<file path="src/rtl/fp_loader_pkg.sv">
// Shared types and helpers for the floating-point operand loader and the
// downstream add/subtract datapath.
package fp_loader_pkg;

    typedef enum logic [1:0] {
        LOAD  = 2'd0,
        ISSUE = 2'd1,
        HOLD  = 2'd2
    } loader_state_t;

    typedef logic [1:0] byte_idx_t;

    localparam logic [7:0] MASK_FULL = 8'hFF;

    typedef struct packed {
        logic        sign;
        logic [7:0]  exp;
        logic [22:0] man;
    } fp32_t;

    // Replace one byte of a 32-bit word, leaving the other three untouched.
    function automatic logic [31:0] put_byte(input logic [31:0] word,
                                             input byte_idx_t   idx,
                                             input logic [7:0]  data);
        logic [31:0] res;
        res = word;
        case (idx)
            2'd0:    res[7:0]   = data;
            2'd1:    res[15:8]  = data;
            2'd2:    res[23:16] = data;
            2'd3:    res[31:24] = data;
            default: res        = word;
        endcase
        return res;
    endfunction

    // Loaded-mask bit for operand sel (0 = A, 1 = B) and byte idx.
    function automatic logic [7:0] mask_bit(input logic sel, input byte_idx_t idx);
        logic [2:0] pos;
        pos = {sel, idx};
        return 8'(8'd1 << pos);
    endfunction

endpackage

</file>
<file path="src/rtl/fp_operand_loader_btn_debounce.sv">
// Button conditioning: 2-flop synchronizer, optional debounce counter
// (built only when LOADER_DEBOUNCE_EN is defined) and a registered rising-edge pulse.
module btn_debounce #(
    parameter int unsigned DEBOUNCE_CYCLES = 1_000_000
) (
    input  logic clk,
    input  logic rst_n,
    input  logic btn_i,
    output logic rise_o
);

    logic sync1_q;
    logic sync2_q;
    logic level_s;
    logic level_prev_q;
    logic rise_q;

    // Two-flop synchronizer for the raw asynchronous button.
    always_ff @(posedge clk or negedge rst_n) begin
        if (!rst_n) begin
            sync1_q <= 1'b0;
            sync2_q <= 1'b0;
        end else begin
            sync1_q <= btn_i;
            sync2_q <= sync1_q;
        end
    end

`ifdef LOADER_DEBOUNCE_EN
    localparam logic [23:0] CNT_LAST = 24'(DEBOUNCE_CYCLES - 32'd1);

    logic [23:0] cnt_q;
    logic [23:0] cnt_d;
    logic        level_q;
    logic        level_d;

    // Accept the synchronized level only after it has disagreed for DEBOUNCE_CYCLES cycles.
    always_comb begin
        cnt_d   = cnt_q;
        level_d = level_q;
        if (sync2_q == level_q) begin
            cnt_d = 24'd0;
        end else if (cnt_q == CNT_LAST) begin
            level_d = sync2_q;
            cnt_d   = 24'd0;
        end else begin
            cnt_d = cnt_q + 24'd1;
        end
    end

    // Debounce counter and accepted level.
    always_ff @(posedge clk or negedge rst_n) begin
        if (!rst_n) begin
            cnt_q   <= 24'd0;
            level_q <= 1'b0;
        end else begin
            cnt_q   <= cnt_d;
            level_q <= level_d;
        end
    end

    assign level_s = level_q;
`else
    localparam int unsigned unused_debounce_cycles = DEBOUNCE_CYCLES;

    assign level_s = sync2_q;
`endif

    // Registered rising-edge detector on the conditioned level.
    always_ff @(posedge clk or negedge rst_n) begin
        if (!rst_n) begin
            level_prev_q <= 1'b0;
            rise_q       <= 1'b0;
        end else begin
            level_prev_q <= level_s;
            rise_q       <= level_s & ~level_prev_q;
        end
    end

    assign rise_o = rise_q;

endmodule

</file>
<file path="src/rtl/fp_operand_loader.sv">
// Byte-wise operand entry for the FP add/subtract FSM; LOADER_DEBOUNCE_EN
// selects whether the save button is debounced.
module fp_operand_loader
    import fp_loader_pkg::*;
#(
    parameter int unsigned DEBOUNCE_CYCLES = 1_000_000
) (
    input  logic        clk,
    input  logic        reset,
    input  logic        save,
    input  logic        datawork,
    input  logic        selnum,
    input  logic [1:0]  seldata,
    input  logic [7:0]  datain,
    output logic [31:0] op_a,
    output logic [31:0] op_b,
    output logic [7:0]  loaded,
    output logic        start,
    output logic        busy,
    output logic        err
);

    loader_state_t state_q;
    loader_state_t state_d;

    logic dw_sync1_q;
    logic dw_sync2_q;
    logic dw_prev_q;
    logic go_q;
    logic dw_rise_s;
    logic commit_s;
    logic write_s;

    fp32_t      op_a_q;
    fp32_t      op_a_d;
    fp32_t      op_b_q;
    fp32_t      op_b_d;
    logic [7:0] loaded_q;
    logic [7:0] loaded_d;
    logic       start_q;
    logic       start_d;
    logic       busy_q;
    logic       busy_d;
    logic       err_q;
    logic       err_d;

    btn_debounce #(
        .DEBOUNCE_CYCLES(DEBOUNCE_CYCLES)
    ) u_save_debounce (
        .clk    (clk),
        .rst_n  (reset),
        .btn_i  (save),
        .rise_o (commit_s)
    );

    // The mode switch is only synchronized; its falling edge becomes the registered go pulse.
    always_ff @(posedge clk or negedge reset) begin
        if (!reset) begin
            dw_sync1_q <= 1'b0;
            dw_sync2_q <= 1'b0;
            dw_prev_q  <= 1'b0;
            go_q       <= 1'b0;
        end else begin
            dw_sync1_q <= datawork;
            dw_sync2_q <= dw_sync1_q;
            dw_prev_q  <= dw_sync2_q;
            go_q       <= dw_prev_q & ~dw_sync2_q;
        end
    end

    assign dw_rise_s = dw_sync2_q & ~dw_prev_q;
    assign write_s   = (state_q == LOAD) & commit_s & dw_sync2_q;

    // State register together with all registered outputs.
    always_ff @(posedge clk or negedge reset) begin
        if (!reset) begin
            state_q  <= LOAD;
            op_a_q   <= '0;
            op_b_q   <= '0;
            loaded_q <= 8'h00;
            start_q  <= 1'b0;
            busy_q   <= 1'b0;
            err_q    <= 1'b0;
        end else begin
            state_q  <= state_d;
            op_a_q   <= op_a_d;
            op_b_q   <= op_b_d;
            loaded_q <= loaded_d;
            start_q  <= start_d;
            busy_q   <= busy_d;
            err_q    <= err_d;
        end
    end

    // Next-state logic; go is judged against the mask as it stood before any same-cycle write.
    always_comb begin
        state_d = state_q;
        case (state_q)
            LOAD: begin
                if (go_q && (loaded_q == MASK_FULL)) begin
                    state_d = ISSUE;
                end else begin
                    state_d = LOAD;
                end
            end
            ISSUE: state_d = HOLD;
            HOLD: begin
                if (dw_rise_s) begin
                    state_d = LOAD;
                end else begin
                    state_d = HOLD;
                end
            end
            default: state_d = LOAD;
        endcase
    end

    // Output logic: flags are computed from the upcoming state so they land with it.
    always_comb begin
        start_d = (state_d == ISSUE);
        busy_d  = (state_d != LOAD);
        if ((state_q == LOAD) && go_q && (loaded_q != MASK_FULL)) begin
            err_d = 1'b1;
        end else begin
            err_d = 1'b0;
        end
    end

    // Operand storage: each commit overwrites one byte and marks it loaded.
    always_comb begin
        op_a_d   = op_a_q;
        op_b_d   = op_b_q;
        loaded_d = loaded_q;
        if (write_s) begin
            if (selnum) begin
                op_b_d = fp32_t'(put_byte(op_b_q, seldata, datain));
            end else begin
                op_a_d = fp32_t'(put_byte(op_a_q, seldata, datain));
            end
            loaded_d = loaded_q | mask_bit(selnum, seldata);
        end else begin
            loaded_d = loaded_q;
        end
    end

    assign op_a   = op_a_q;
    assign op_b   = op_b_q;
    assign loaded = loaded_q;
    assign start  = start_q;
    assign busy   = busy_q;
    assign err    = err_q;

endmodule

</file>
<file path="config.mk">
export PLATFORM = sky130hd
export DESIGN_NAME = fp_operand_loader
export DESIGN_NICKNAME = d
export VERILOG_FILES = /design/src/rtl/fp_loader_pkg.sv /design/src/rtl/fp_operand_loader_btn_debounce.sv /design/src/rtl/fp_operand_loader.sv
export SDC_FILE = /design/constraint.sdc
export NUM_CORES = 1
export LEC_CHECK = 0
export BUFFER_PORTS_ARGS = -buffer_cell sky130_fd_sc_hd__buf_4
export CAP_MARGIN = 40
export CELL_PAD_IN_SITES_DETAIL_PLACEMENT = 1
export CELL_PAD_IN_SITES_GLOBAL_PLACEMENT = 1
export CORE_AREA = 2 2 93 95
export CTS_CLUSTER_DIAMETER = 60
export DETAILED_ROUTE_END_ITERATION = 12
export DIE_AREA = 0 0 95 97
export HOLD_SLACK_MARGIN = 0.02
export PLACE_DENSITY_LB_ADDON = 0.1
export SLEW_MARGIN = 20
export SYNTH_ARGS = -nofsm -noshare
export SYNTH_HDL_FRONTEND = slang
export SYNTH_HIERARCHICAL = 1
export SYNTH_SLANG_ARGS = --single-unit
</file>
<file path="constraint.sdc">
create_clock -name clk -period 2.4 [get_ports clk]
set_clock_uncertainty 0.2 [all_clocks]
set_input_delay 0.36 -clock clk [delete_from_list [all_inputs] [get_ports clk]]
set_output_delay 0.36 -clock clk [all_outputs]
set_load 0.01 [all_outputs]
</file>
; ---- After elaboration in Yosys (flattened, before gate mapping)
; Index checks and enable logic that the tools add are counted.
[totals]
inputBits = 15
output_inout_bits = 75
ff_bits = 85
[classes]
reduce_logical = 14
n_mux = 4
bitwise = 10
n_shift = 1
n_eq_ne = 8
[ops]
columns = cell, count
row1 = AND reduction 3 bit, 8
row2 = equality test 8 bit (second input constant), 1
row3 = inequality test 8 bit (second input constant), 1
row4 = bitwise OR 8 bit, 1
row5 = left shift 1 x 3 -> 8 bit (first input constant), 1
row6 = equality test 2 x 1 -> 1 bit (second input constant), 3
row7 = equality test 2 bit (second input constant), 3
row8 = case mux 2 bit (3 select lines), 1
row9 = bitwise AND 1 bit, 5
row10 = logical NOT 2 bit, 2
row11 = inverter 1 bit, 4
row12 = logical AND 1 bit, 3
row13 = 2-to-1 mux 1 bit, 2
row14 = 2-to-1 mux 2 bit, 1
row15 = nonzero test 2 bit, 1

; ---- Logic depth before layout (Yosys ltp)
[logic_depth]
depth_word = 5
depth_mapped = 5
mapped_depth_nobuf = 3

; ---- Hierarchy
; Netlist, hierarchy kept.
[modules_own_cells]
columns = mod, seq_area_each_um2, area_each_um2, instances, cells_per_inst
row1 = fp_operand_loader, 2026.9, 3093.0, 1, 184
row2 = btn_debounce, 100.1, 113.9, 1, 5

; ---- Least setup slack after synthesis
; No wires, ideal clock.
[synth_timing]
kind = register to register
startpoint = reg state_q[1]
endpoint = reg op_b_q, in the netlist op_b[0]
stages_incl_launch_ff = 6
arrival_ns = 1.676
n_path_buf = 2
setup_slack_ns = 0.399
path_cell_list = dfrtp_1 -> nand4bb_1 -> buf_6 -> or4b_4 -> buf_6 -> mux2_4
[synth_via]
elab_chain_cells = 4
[synth_lines]
columns = item, line
row1 = from (decl), fp_operand_loader.sv:23  ; loader_state_t state_q;
row2 = from (signal assigned), fp_operand_loader.sv:85  ; state_q <= state_d;
row3 = logical NOT 2 bit, fp_operand_loader.sv:72  ; assign write_s = (state_q == LOAD) & commit_s & dw_sync2_q;
row4 = bitwise AND 1 bit (2 in series), fp_operand_loader.sv:72
row5 = AND reduction 3 bit (no line), n/a
row6 = to (signal assigned), fp_operand_loader.sv:87  ; op_b_q <= op_b_d;
row7 = to (decl), fp_operand_loader.sv:36  ; fp32_t op_b_q;
; Every way passes these cells.
; A chain may end at the register's enable or synchronous reset.

; ---- Worst setup path after layout
[layout_timing]
startpoint = reg state_q[1]
endpoint = reg op_b_q, in the netlist op_b[5]
; The elaborated chain is that of the path after synthesis.

==> metrics.md <==
| Metric | Value |
|---|---|
| Outcome | finished, final reports clean |
| Vias in the first global route | 2,210 |
| Synth Net Count | 204 |
| Power share of the clock group | 26.6% |
| Via density | 4.82 |
| Area contributors post-synth | dfrtp_1 (66%), mux2_2 (20%), mux2_4 (3.7%) |
| Seq cells post-synth | 85 |
| Clock sink total | 85 |
| Core box area | 8130 um2 |
| Num CTS Buffers | 9 |
| Routing usage on met2 | 29.4% |
| Fraction of layout cells with a size suffix above 1 | 64.9% |
| Iteration count of the initial detailed-routing pass | 4 |
| GPL Wtd Cong | 0.684 |
| Drt wl/cell | 18.2 um |
| Overflow after GRT | 0 |
| GRT busiest layer | met2 |
| Root Buffer | clkbuf_8 |
| DRC marker count from the first detailed-route iteration | 37 |
| # DRC | 0 |
| Maxcap violations | 0 |
| RSZ-0062 raised after global routing | no |
| Initial core utilization | 39.4% |
| Chip width | 95 um |
| CP startpoint kind | flop |
| M3 GR Usage | 7.09% |
| Yosys warnings | 6 |
| Leak | 2.12 nW |
| Met1 usage | 21.8% |
| Cells after Synth | 189 |
| Syn-to-layout area delta | 34.3% |
| Pre-CTS WS | 0.285 ns |
| Nets@finish | 315 |
| H-tree Lvls | 3 |
| Global-route wire length before repair | 12,300 um |
| Comb power frac | 23.6% |
| Max Slew Vio Count | 0 |
| Most common cell after layout, fill and taps aside | buf_4 |
| GRT Total Usage | 17.8% |
| DR vias | 1,976 |
| Worst-Margin Slew | 0.419 ns |
| Port buffer count | 89 |
| Cell variety after synth | 28 |
| Placed cell area | 4080 um2 |
| Final ANT Viol Nets | 0 |
| WS Path Type | flop to flop |
| Post-DP HPWL | 5300 um |
| Final Hold Viols | 0 |
| Minimum clock period | 2.12 ns |
| Chip Height | 97 um |
| F_max | 471 MHz |
| Initial antenna violation count | 0 |
| Mapped Avg Cell Area | 17.0 um2 |
| Final WS setup | 0.278 ns |
| Sequential share of the synthesized area | 66.3% |
| Arrival time worst endpoint | 2.15 ns |
| Pwr dens | 858 nW/um2 |
| Final period utilization | 88.4% |
| Critical Path Sink Type | flop |
| Die Footprint | 9220 um2 |
| Rel. slew slack | 71.8% |
| Int Pwr | 2.71 mW |
| Diode count | 0 |
| Final WL | 7480 um |
| Final setup viols | 0 |
| Clk buf depth | 2 |
| Design Area, Final | 4310 um2 |
| Max VDD drop | 0.378 mV |
| Synth top area share | 66.3% |
| Switching Fraction | 26.6% |
| Synth area leader | dfrtp_1 |
| Final TNS setup | 0 ns |
| Power share of the sequential group | 49.7% |
| Synthesized cell area | 3210 um2 |
| Largest net degree at the start of global routing | 63 |
| Crit path max fanout | 9 |
| Power, Total | 3.69 mW |
| # IOs | 90 |
| Worst-Skew Late Latency | 0.34 ns |
| Standard-cell rows | 33 |
| CTS tree | done |
| # resized after CTS | 0 |
| Most frequent cells in the layout | buf_4 (102), dfrtp_1 (85), mux2_2 (56) |
| WP data required | 2.43 ns |
| Hold crit path type | primary input to flop |
| Switching power | 984 uW |
| Register clock-pin slew on the reported worst setup and hold paths | 0.08 ns |
==> final timing paths <==
kind / to / slack, ns / startpoint / cells past startpoint
worst max-delay path: op_b[5] / 0.28 / state_q[1] / 4
worst min-delay path: op_a[1] / 0.11 / datain[1] / 2
worst max register to register: op_b[5] / 0.28 / state_q[1] / 4
worst min register to register: dw_sync2_q / 0.15 / dw_sync1_q / 0
max in group asynchronous: op_a[12] / 1.12 / reset / 3
min in group asynchronous: loaded[7] / 0.26 / reset / 2
==> worst max-delay path, cell delays in order, from the launching register on <==
cell and delay, ns:
dfrtp_1 0.45, nand4bb_1 0.21, buf_4 0.20, or4b_4 0.61, mux2_4 0.34
==> cells by family after synthesis <==
family | Yosys count | share of synthesized area [%]
compound gates | 3 | 0.741
buf+inv | 7 | 1.37
simple gates | 30 | 8.15
flops | 85 | 66.3
mux | 64 | 23.4
==> final cells by class <==
cell class / count / area, um2
clock buffers: 12 / 145
clock inverters: 4 / 47.5
fillers: 812 / 3830
inverters: 1 / 3.75
multi-input cells: 97 / 1040
flip-flops and latches: 85 / 2130
well taps: 105 / 131
repair buffers: 106 / 816
==> power by group through the flow <==
| stage | combinational [mW] | clock, mW | sequential (mW) |
|---|---|---|---|
| 6_report | 0.873 | 0.983 | 1.84 |
| 4_1_cts | 0.893 | 1.03 | 1.84 |
| 2_1_floorplan | 0.258 | 0 | 1.96 |
| 3_3_place_gp | 0.874 | 0 | 1.86 |
| 5_1_grt | 0.942 | 1.08 | 1.88 |
| 3_5_place_dp | 0.888 | 0 | 1.87 |
==> flip-flops by register name (all words and copies together), names as in the netlist, 2 cells and up <==
name and flops:
op_b 32, op_a 32, loaded 8, state_q 2
==> Yosys cell counts (all sizes together) <==
cell type and number:
dfrtp 85, mux2 64, or2 6, buf 4, nor2 4, nor4 3
clkbuf 2, nand2b 2, nand4 2, nand4bb 2, nor3 2, nor4b 2
a211o 1, a21o 1, a21oi 1, and2b 1, inv 1, nand2 1
nand3 1, nand3b 1, nor2b 1, or2b 1, or4b 1
==> repair_timing <==
item | 4_1_cts | 5_1_grt
endpoints found under the hold margin | 25 | 0
hold buffers | 3 | 0
buffers inserted | 0 | 0
==> per-layer routing <==
metal  up-vias  routed length (um)
met1      1034                3160
li1        883                   -
met3         4                 454
met4         0                  40
met5         -                   0
met2        55                3820
==> stage by stage <==
step / hold slack, ns / std cells / utilization, %
CTS: 0.0880 / 410 / 52.9
global placement: 0.0828 / 391 / 50.2
finish: 0.107 / 410 / 52.9
floorplan: -0.136 / 189 / -
global route: 0.0894 / 410 / 52.9
detailed placement: 0.0818 / 391 / 50.2
Note: power is estimated with default switching activity, not from simulation.
